### config.mk
export PLATFORM = sky130hd
export DESIGN_NAME = pcr_access_arbiter_flat
export DESIGN_NICKNAME = d
export VERILOG_FILES = /design/src/rtl/pcr_access_arbiter_if.sv /design/src/rtl/pcr_access_arbiter.sv /design/src/flat_wrapper.sv
export SDC_FILE = /design/constraint.sdc
export NUM_CORES = 1
export LEC_CHECK = 0
export BUFFER_PORTS_ARGS = -buffer_cell sky130_fd_sc_hd__buf_2
export CORE_ASPECT_RATIO = 0.9
export CORE_MARGIN = 3
export CORE_UTILIZATION = 47
export DETAILED_ROUTE_END_ITERATION = 8
export PLACE_DENSITY_LB_ADDON = 0.2
export SYNTH_ARGS = -nofsm -noshare
export SYNTH_HDL_FRONTEND = slang
export SYNTH_SLANG_ARGS = --single-unit
### constraint.sdc
create_clock -name clk -period 2.1 [get_ports clk]
set_clock_uncertainty 0.05 [all_clocks]
set_input_delay 0.21 -clock clk [delete_from_list [all_inputs] [get_ports clk]]
set_output_delay 0.21 -clock clk [all_outputs]
set_load 0.05 [all_outputs]
### src/rtl/pcr_access_arbiter_if.sv
`timescale 1ns/1ps
// Bus bundle for pcr_access_arbiter: core and host request/response channels
// plus the live STATUS tap. "master" is the requester side, "slave" the arbiter.
interface pcr_access_arbiter_if;
    localparam int unsigned ADDR_W = 5;
    localparam int unsigned DATA_W = 64;
    localparam int unsigned STAT_W = 8;

    logic              core_req_valid;
    logic              core_req_ready;
    logic              core_req_rw;
    logic [ADDR_W-1:0] core_req_addr;
    logic [DATA_W-1:0] core_req_data;
    logic              core_resp_valid;
    logic [DATA_W-1:0] core_resp_data;

    logic              host_req_valid;
    logic              host_req_ready;
    logic              host_req_rw;
    logic [ADDR_W-1:0] host_req_addr;
    logic [DATA_W-1:0] host_req_data;
    logic              host_resp_valid;
    logic              host_resp_ready;
    logic [DATA_W-1:0] host_resp_data;

    logic [STAT_W-1:0] status_im;

    modport master (
        output core_req_valid, core_req_rw, core_req_addr, core_req_data,
        input  core_req_ready, core_resp_valid, core_resp_data,
        output host_req_valid, host_req_rw, host_req_addr, host_req_data, host_resp_ready,
        input  host_req_ready, host_resp_valid, host_resp_data,
        input  status_im
    );

    modport slave (
        input  core_req_valid, core_req_rw, core_req_addr, core_req_data,
        output core_req_ready, core_resp_valid, core_resp_data,
        input  host_req_valid, host_req_rw, host_req_addr, host_req_data, host_resp_ready,
        output host_req_ready, host_resp_valid, host_resp_data,
        output status_im
    );
endinterface

### src/rtl/pcr_access_arbiter.sv
`timescale 1ns/1ps
// Two-requester (core/host) arbiter for a small 64-bit register file: STATUS, SCRATCH, COUNT.
// Define PCR_ARB_ROUND_ROBIN_EN for round-robin grant; default build gives the core fixed priority.
module pcr_access_arbiter (
    input  logic                 clk,
    input  logic                 reset,
    pcr_access_arbiter_if.slave  bus
);
    localparam int unsigned ADDR_W = 5;
    localparam int unsigned DATA_W = 64;
    localparam int unsigned STAT_W = 8;

    localparam logic [ADDR_W-1:0] ADDR_STATUS  = ADDR_W'(0);
    localparam logic [ADDR_W-1:0] ADDR_SCRATCH = ADDR_W'(1);
    localparam logic [ADDR_W-1:0] ADDR_COUNT   = ADDR_W'(2);

    typedef enum logic [1:0] {
        ST_IDLE   = 2'd0,
        ST_ACCESS = 2'd1,
        ST_CRESP  = 2'd2,
        ST_HRESP  = 2'd3
    } state_t;

    state_t            state_q;
    state_t            state_d;

    logic              req_host_q;
    logic              req_rw_q;
    logic [ADDR_W-1:0] req_addr_q;
    logic [DATA_W-1:0] req_data_q;

    logic [DATA_W-1:0] status_q;
    logic [DATA_W-1:0] scratch_q;
    logic [DATA_W-1:0] count_q;

    logic              core_resp_valid_q;
    logic [DATA_W-1:0] core_resp_data_q;
    logic              host_resp_valid_q;
    logic [DATA_W-1:0] host_resp_data_q;

    logic              grant_core_c;
    logic              grant_host_c;
    logic              accept_core_c;
    logic              accept_host_c;
    logic              in_access_c;
    logic              wr_status_c;
    logic              wr_scratch_c;
    logic              wr_count_c;
    logic [DATA_W-1:0] rdata_c;

`ifdef PCR_ARB_ROUND_ROBIN_EN
    logic              last_host_q;
`endif

    // Grant selection; only matters when both requesters are valid.
    always_comb begin
        grant_core_c = 1'b0;
        grant_host_c = 1'b0;
        if (bus.core_req_valid && bus.host_req_valid) begin
`ifdef PCR_ARB_ROUND_ROBIN_EN
            grant_core_c = last_host_q;
            grant_host_c = !last_host_q;
`else
            grant_core_c = 1'b1;
`endif
        end else begin
            grant_core_c = bus.core_req_valid;
            grant_host_c = bus.host_req_valid;
        end
    end

    assign accept_core_c = (state_q == ST_IDLE) && !reset && grant_core_c;
    assign accept_host_c = (state_q == ST_IDLE) && !reset && grant_host_c;

    assign bus.core_req_ready = accept_core_c;
    assign bus.host_req_ready = accept_host_c;

    always_ff @(posedge clk) begin : state_reg
        if (reset) begin
            state_q <= ST_IDLE;
        end else begin
            state_q <= state_d;
        end
    end

    always_comb begin : next_state
        state_d = state_q;
        case (state_q)
            ST_IDLE: begin
                if (accept_core_c || accept_host_c) begin
                    state_d = ST_ACCESS;
                end
            end
            ST_ACCESS: begin
                state_d = req_host_q ? ST_HRESP : ST_CRESP;
            end
            ST_CRESP: begin
                state_d = ST_IDLE;
            end
            ST_HRESP: begin
                if (bus.host_resp_ready) begin
                    state_d = ST_IDLE;
                end
            end
            default: begin
                state_d = ST_IDLE;
            end
        endcase
    end

    // Access decode: reads always return the current (pre-write) register value.
    always_comb begin : access_decode
        in_access_c  = (state_q == ST_ACCESS);
        wr_status_c  = 1'b0;
        wr_scratch_c = 1'b0;
        wr_count_c   = 1'b0;
        rdata_c      = '0;
        case (req_addr_q)
            ADDR_STATUS:  rdata_c = status_q;
            ADDR_SCRATCH: rdata_c = scratch_q;
            ADDR_COUNT:   rdata_c = count_q;
            default:      rdata_c = '0;
        endcase
        if (in_access_c && req_rw_q) begin
            wr_status_c  = (req_addr_q == ADDR_STATUS);
            wr_scratch_c = (req_addr_q == ADDR_SCRATCH);
            wr_count_c   = (req_addr_q == ADDR_COUNT);
        end
    end

    always_ff @(posedge clk) begin : req_latch
        if (reset) begin
            req_host_q <= 1'b0;
            req_rw_q   <= 1'b0;
            req_addr_q <= '0;
            req_data_q <= '0;
        end else if (accept_core_c) begin
            req_host_q <= 1'b0;
            req_rw_q   <= bus.core_req_rw;
            req_addr_q <= bus.core_req_addr;
            req_data_q <= bus.core_req_data;
        end else if (accept_host_c) begin
            req_host_q <= 1'b1;
            req_rw_q   <= bus.host_req_rw;
            req_addr_q <= bus.host_req_addr;
            req_data_q <= bus.host_req_data;
        end
    end

`ifdef PCR_ARB_ROUND_ROBIN_EN
    always_ff @(posedge clk) begin : last_grant_reg
        if (reset) begin
            last_host_q <= 1'b1;
        end else if (accept_core_c || accept_host_c) begin
            last_host_q <= accept_host_c;
        end
    end
`endif

    always_ff @(posedge clk) begin : reg_file
        if (reset) begin
            status_q  <= '0;
            scratch_q <= '0;
        end else begin
            if (wr_status_c) begin
                status_q <= req_data_q;
            end
            if (wr_scratch_c) begin
                scratch_q <= req_data_q;
            end
        end
    end

    // Free-running counter; a write in the same cycle wins over the increment.
    always_ff @(posedge clk) begin : count_reg
        if (reset) begin
            count_q <= '0;
        end else if (wr_count_c) begin
            count_q <= req_data_q;
        end else begin
            count_q <= count_q + DATA_W'(1);
        end
    end

    // Response registers; data is forced to zero whenever valid is low.
    always_ff @(posedge clk) begin : resp_regs
        if (reset) begin
            core_resp_valid_q <= 1'b0;
            core_resp_data_q  <= '0;
            host_resp_valid_q <= 1'b0;
            host_resp_data_q  <= '0;
        end else begin
            core_resp_valid_q <= in_access_c && !req_host_q;
            core_resp_data_q  <= (in_access_c && !req_host_q) ? rdata_c : '0;
            if (in_access_c && req_host_q) begin
                host_resp_valid_q <= 1'b1;
                host_resp_data_q  <= rdata_c;
            end else if ((state_q == ST_HRESP) && bus.host_resp_ready) begin
                host_resp_valid_q <= 1'b0;
                host_resp_data_q  <= '0;
            end
        end
    end

    assign bus.core_resp_valid = core_resp_valid_q;
    assign bus.core_resp_data  = core_resp_data_q;
    assign bus.host_resp_valid = host_resp_valid_q;
    assign bus.host_resp_data  = host_resp_data_q;
    assign bus.status_im       = status_q[STAT_W-1:0];

    // Protocol invariants.
    a_ready_onehot: assert property (@(posedge clk) disable iff (reset)
        !(bus.core_req_ready && bus.host_req_ready));
    a_core_pulse: assert property (@(posedge clk) disable iff (reset)
        bus.core_resp_valid |=> !bus.core_resp_valid);
    a_core_data_zero: assert property (@(posedge clk) disable iff (reset)
        !bus.core_resp_valid |-> (bus.core_resp_data == '0));
    a_host_data_zero: assert property (@(posedge clk) disable iff (reset)
        !bus.host_resp_valid |-> (bus.host_resp_data == '0));
    a_host_hold: assert property (@(posedge clk) disable iff (reset)
        (bus.host_resp_valid && !bus.host_resp_ready) |=>
            (bus.host_resp_valid && $stable(bus.host_resp_data)));
endmodule

### src/flat_wrapper.sv
// flat-port wrapper written by rule: the top's interface ports become plain ports
module pcr_access_arbiter_flat 
  (clk, reset, bus_core_req_valid, bus_core_req_rw, bus_core_req_addr, bus_core_req_data, bus_core_req_ready, bus_core_resp_valid, bus_core_resp_data, bus_host_req_valid, bus_host_req_rw, bus_host_req_addr, bus_host_req_data, bus_host_resp_ready, bus_host_req_ready, bus_host_resp_valid, bus_host_resp_data, bus_status_im);
  pcr_access_arbiter_if bus_i ();
  input  logic clk;
  input  logic reset;
  input wire logic [$bits(bus_i.core_req_valid)-1:0] bus_core_req_valid;
  input wire logic [$bits(bus_i.core_req_rw)-1:0] bus_core_req_rw;
  input wire logic [$bits(bus_i.core_req_addr)-1:0] bus_core_req_addr;
  input wire logic [$bits(bus_i.core_req_data)-1:0] bus_core_req_data;
  output wire logic [$bits(bus_i.core_req_ready)-1:0] bus_core_req_ready;
  output wire logic [$bits(bus_i.core_resp_valid)-1:0] bus_core_resp_valid;
  output wire logic [$bits(bus_i.core_resp_data)-1:0] bus_core_resp_data;
  input wire logic [$bits(bus_i.host_req_valid)-1:0] bus_host_req_valid;
  input wire logic [$bits(bus_i.host_req_rw)-1:0] bus_host_req_rw;
  input wire logic [$bits(bus_i.host_req_addr)-1:0] bus_host_req_addr;
  input wire logic [$bits(bus_i.host_req_data)-1:0] bus_host_req_data;
  input wire logic [$bits(bus_i.host_resp_ready)-1:0] bus_host_resp_ready;
  output wire logic [$bits(bus_i.host_req_ready)-1:0] bus_host_req_ready;
  output wire logic [$bits(bus_i.host_resp_valid)-1:0] bus_host_resp_valid;
  output wire logic [$bits(bus_i.host_resp_data)-1:0] bus_host_resp_data;
  output wire logic [$bits(bus_i.status_im)-1:0] bus_status_im;
  assign bus_i.core_req_valid = bus_core_req_valid;
  assign bus_i.core_req_rw = bus_core_req_rw;
  assign bus_i.core_req_addr = bus_core_req_addr;
  assign bus_i.core_req_data = bus_core_req_data;
  assign bus_core_req_ready = bus_i.core_req_ready;
  assign bus_core_resp_valid = bus_i.core_resp_valid;
  assign bus_core_resp_data = bus_i.core_resp_data;
  assign bus_i.host_req_valid = bus_host_req_valid;
  assign bus_i.host_req_rw = bus_host_req_rw;
  assign bus_i.host_req_addr = bus_host_req_addr;
  assign bus_i.host_req_data = bus_host_req_data;
  assign bus_i.host_resp_ready = bus_host_resp_ready;
  assign bus_host_req_ready = bus_i.host_req_ready;
  assign bus_host_resp_valid = bus_i.host_resp_valid;
  assign bus_host_resp_data = bus_i.host_resp_data;
  assign bus_status_im = bus_i.status_im;
  pcr_access_arbiter u_core (.clk(clk), .reset(reset), .bus(bus_i));
endmodule
==> run summary <==
The library cell used as clock root buffer is sky130_fd_sc_hd__clkbuf_16. The tree built by TritonCTS fans out to 395 sinks. In this run the tool buffered the top-level ports with 284 buffer cells. The floorplan die area came out at 0.0370 mm^2. The peak supply drop came out at 0.535 mV. The startpoint identified for the worst register-to-register timing path is u_core.count_q[0]. In this run the remaining antenna-violating nets after routing total 0. The overall fraction of global-route tracks in use came out at 26.5%.

The chip height came out at 183 um. The portion of the clock cycle consumed by the worst path in the final layout is 98.1%. The signed area change from the synthesized netlist to the final layout is 36.0%. The number of buffer and inverter stages on the critical path came out at 2. The depth of the CTS H-tree is 2. The initial cell density of the core came out at 47.9%. The worst setup path is captured at a flop. The transition time of the tightest slew-check pin is 0.943 ns. The leakage power summed over all cells is 8.74 nW. In the synthesized netlist, the cells that appear most often are sky130_fd_sc_hd__nand2_1, sky130_fd_sc_hd__dfxtp_1, sky130_fd_sc_hd__nor2_1. The dominant cell type by area after synthesis is sky130_fd_sc_hd__dfxtp_1. The clock latency of the later-clocked register in the worst-skew pair is 0.54 ns. The number of different library cells in the post-synthesis netlist came out at 41. The worst min-delay path class is in -> reg. The final hold violation count came to 0. The average cell area after synthesis came out at 8.21 um^2. The number of placement rows came out at 64. Counting every instance in the synthesized netlist gives 1,988.

TritonCTS built the clock tree. Walking the worst path, the cells encountered are buf_6 > ha_4 > nand3_4 > nor4_4 > nand4_2 > buf_12 > or3_1 > a311oi_2. The first global-routing pass estimated 80.7 mm of wire. The critical path required time is 2.50 ns. The tool flagged a number of max-cap violations equal to 0. The finished cells cover 0.0222 mm^2.

The detailed router finished its first iteration with 1,154 violations. The flow ran to the end, and the final reports show no timing, DRC or antenna violations. Sequential cells were found to cover 48.4% of the synthesized design area.

The synthesized design contains 0 enable-type register cells. The global placement routability congestion came out at 0.805. The net load switching power is 4.22 mW. Counting flops and latches in the post-synthesis netlist gives 395.

For this run, the top clock speed supported by timing is 486 MHz. The tightest slew margin relative to the limit came out at 37.1%. The detailed-route DRC error count is 0. The share of cells above drive strength 1 came out at 22.9%. Once layout is complete, the cells apart from fillers number 2,929. Registers are responsible for 45.6% of the overall power. The final layout net count came out at 2,581.

The part of the total power dissipated in combinational logic came out at 9.9%. The placed wire-length estimate is 31.0 mm. Net switching is 24.2% of the power.

The post-detailed-routing wire length came out at 51.7 mm. Setup repair after global routing could not meet its margin everywhere. The average routed wire per standard cell is 17.6 um. The worst hold path begins at reset. The post-layout minimum cycle time came out at 2.06 ns. After synthesis, the cell types taking the most area are sky130_fd_sc_hd__dfxtp_1, sky130_fd_sc_hd__nand2_1, sky130_fd_sc_hd__nor2_1, sky130_fd_sc_hd__a21oi_1, sky130_fd_sc_hd__a311oi_1. The initial antenna violation count came out at 1. The arrival time at the worst endpoint is 2.46 ns.

The maximum fanout along the worst path is 16. The total core area came out at 0.0341 mm^2. In this run the cell area measured after placement is 0.0189 mm^2. The largest net degree at the start of global routing is 190. Cell internal power was estimated by the tool at 13.2 mW. The number of vias per cell is 5.41. By instance count, the leading cell after synthesis is sky130_fd_sc_hd__nand2_1. The synthesized design devotes to its leading area cell type 48.4% of total area. The iteration count of the initial detailed-routing pass is 5. The number of slew-limit violations in the final report is 0. The horizontal extent of the die is 202 um.

During I/O placement, the number of pins put on the boundary was 285. STA classifies the critical path startpoint as a flop. The slowest cell on the critical path is sky130_fd_sc_hd__or3_1. The critical path class is reg -> reg. The minimum setup slack among reg-to-reg paths came out at 0.04 ns. Including well taps, the total number of placed cells is 2,691. The share of synthesized flip-flops with an asynchronous set or reset is 0%. The combined area of all synthesized cells is 0.0163 mm^2. The buffer levels on the longest clock path is 3. The total of warnings raised by yosys is 0.

Counting every net in the synthesized netlist gives 2,134. The clock power share came out at 44.5%. The cell class contributing the biggest share of worst-path delay is simple AND/OR/NAND/NOR gates. Setup violations remaining at the end of the flow were counted as 0.

The stage delay of the slowest cell on the critical path is 0.37 ns. The total power per unit cell area came out at 784 mW/mm^2. The global route total overflow came out at 0. The clock transition time at the flip-flop clock pins of the worst setup and hold paths is 0.06 ns.

The critical path starts at u_core.count_q[0]. Among all flip-flop cells after synthesis, the most frequent one is sky130_fd_sc_hd__dfxtp_1. The number of global-route vias before repair is 15,572. Buffers inserted during clock tree synthesis total 42. Summing over every cut layer, the via total after detailed routing is 15,836.
flip-flops by register name, indices dropped and copies added, names as in the netlist:
| signal | flops |
|---|---|
| u_core.bus.core_resp_data | 64 |
| u_core.bus.core_resp_valid | 1 |
| u_core.bus.host_resp_data | 64 |
| u_core.bus.host_resp_valid | 1 |
| u_core.count_q | 64 |
| u_core.req_addr_q | 5 |
| u_core.req_data_q | 64 |
| u_core.req_host_q | 1 |
| u_core.req_rw_q | 1 |
| u_core.scratch_q | 64 |
| u_core.state_q | 2 |
| u_core.status_q | 64 |
worst paths after layout:
kind                                             to  cells past startpoint
worst min register to register  u_core.status_q[20]                      2
worst max-delay path             u_core.count_q[48]                      8
worst min-delay path              u_core.state_q[0]                      4
worst max register to register   u_core.count_q[48]                      8
worst reg2reg max path, stage by stage (launching register included):
cell and delay, ns:
sky130_fd_sc_hd__dfxtp_2 0.34, sky130_fd_sc_hd__buf_6 0.10, sky130_fd_sc_hd__ha_4 0.13, sky130_fd_sc_hd__nand3_4 0.10
sky130_fd_sc_hd__nor4_4 0.28, sky130_fd_sc_hd__nand4_2 0.16, sky130_fd_sc_hd__buf_12 0.18, sky130_fd_sc_hd__or3_1 0.38
sky130_fd_sc_hd__a311oi_2 0.24
per-layer routing:
metal | part of all wire, % | track usage [%] | up-vias
met5 | 0.021 | 0 | -
met4 | 3.2 | 9.53 | 2
met3 | 5.9 | 4.19 | 118
met2 | 47 | 45.1 | 523
met1 | 44 | 34.4 | 7527
li1 | - | - | 7666
cell families after synthesis:
| kind of cell | after synthesis | synth area share (%) |
|---|---|---|
| fa+ha+maj | 1 | 0.0766 |
| mux | 65 | 3.99 |
| flops | 395 | 48.4 |
| compound gates | 407 | 16.0 |
| simple gates | 902 | 24.6 |
| xor+xnor | 50 | 2.68 |
| buf+inv | 168 | 4.22 |
cells in the final DEF, fill, tap and decap left out, types with 23 or more instances in the layout:
cell and count:
sky130_fd_sc_hd__buf_2 281, sky130_fd_sc_hd__o21ai_0 58, sky130_fd_sc_hd__a211oi_1 44, sky130_fd_sc_hd__a22oi_1 46, sky130_fd_sc_hd__a311oi_1 79, sky130_fd_sc_hd__nand3_1 23, sky130_fd_sc_hd__mux2i_1 64, sky130_fd_sc_hd__a21oi_1 170
sky130_fd_sc_hd__nor2_1 228, sky130_fd_sc_hd__dlygate4sd3_1 143, sky130_fd_sc_hd__dfxtp_1 377, sky130_fd_sc_hd__buf_4 103, sky130_fd_sc_hd__clkbuf_16 46, sky130_fd_sc_hd__xnor2_1 25, sky130_fd_sc_hd__and2_1 47, sky130_fd_sc_hd__nand2_1 489
sky130_fd_sc_hd__xor2_1 25
power by group through the flow:
| stage | Sequential (mW) | Combinational [mW] | Clock [mW] |
|---|---|---|---|
| floorplan | 8.00 | 0.793 | 0 |
| global placement | 8.08 | 1.33 | 0 |
| detailed placement | 8.08 | 1.35 | 0 |
| CTS | 7.93 | 1.67 | 7.85 |
| global route | 7.96 | 1.85 | 8.18 |
| finish | 7.94 | 1.73 | 7.74 |
through the flow:
stage	TNS (ns)	power (mW)	hold WS, ns	worst slack (ns)	util (%)
detailed placement	-3.47	9.44	0.391	-0.147	55.3
floorplan	0	8.80	0.264	0.00955	-
global placement	-1.12	9.41	0.390	-0.0558	55.3
CTS	-0.0392	17.4	0.0506	-0.0241	64.4
finish	0	17.4	0.0843	0.0407	65.1
global route	-0.331	18.0	0.0953	-0.0646	65.1
final cells by class:
class / count / area [um^2]
Tap cell: 462 / 578
Sequential cell: 395 / 7940
Antenna cell: 1 / 2.50
Fill cell: 2779 / 11900
Clock inverter: 9 / 151
Clock buffer: 66 / 1310
Timing Repair Buffer: 561 / 4280
Multi-Input combinational cell: 1425 / 7920
Inverter: 10 / 37.5
timing repair:
item / 4_1_cts / 5_1_grt
pin swaps: 8 / 15
endpoints found under the setup margin: 84 / 65
resized for setup: 25 / 39
buffers inserted: 6 / 9
hold endpoints to repair: 74 / 0
hold buffers: 143 / 0
gates cloned: 3 / 1
No activity file was read; power rests on OpenSTA's default activity.
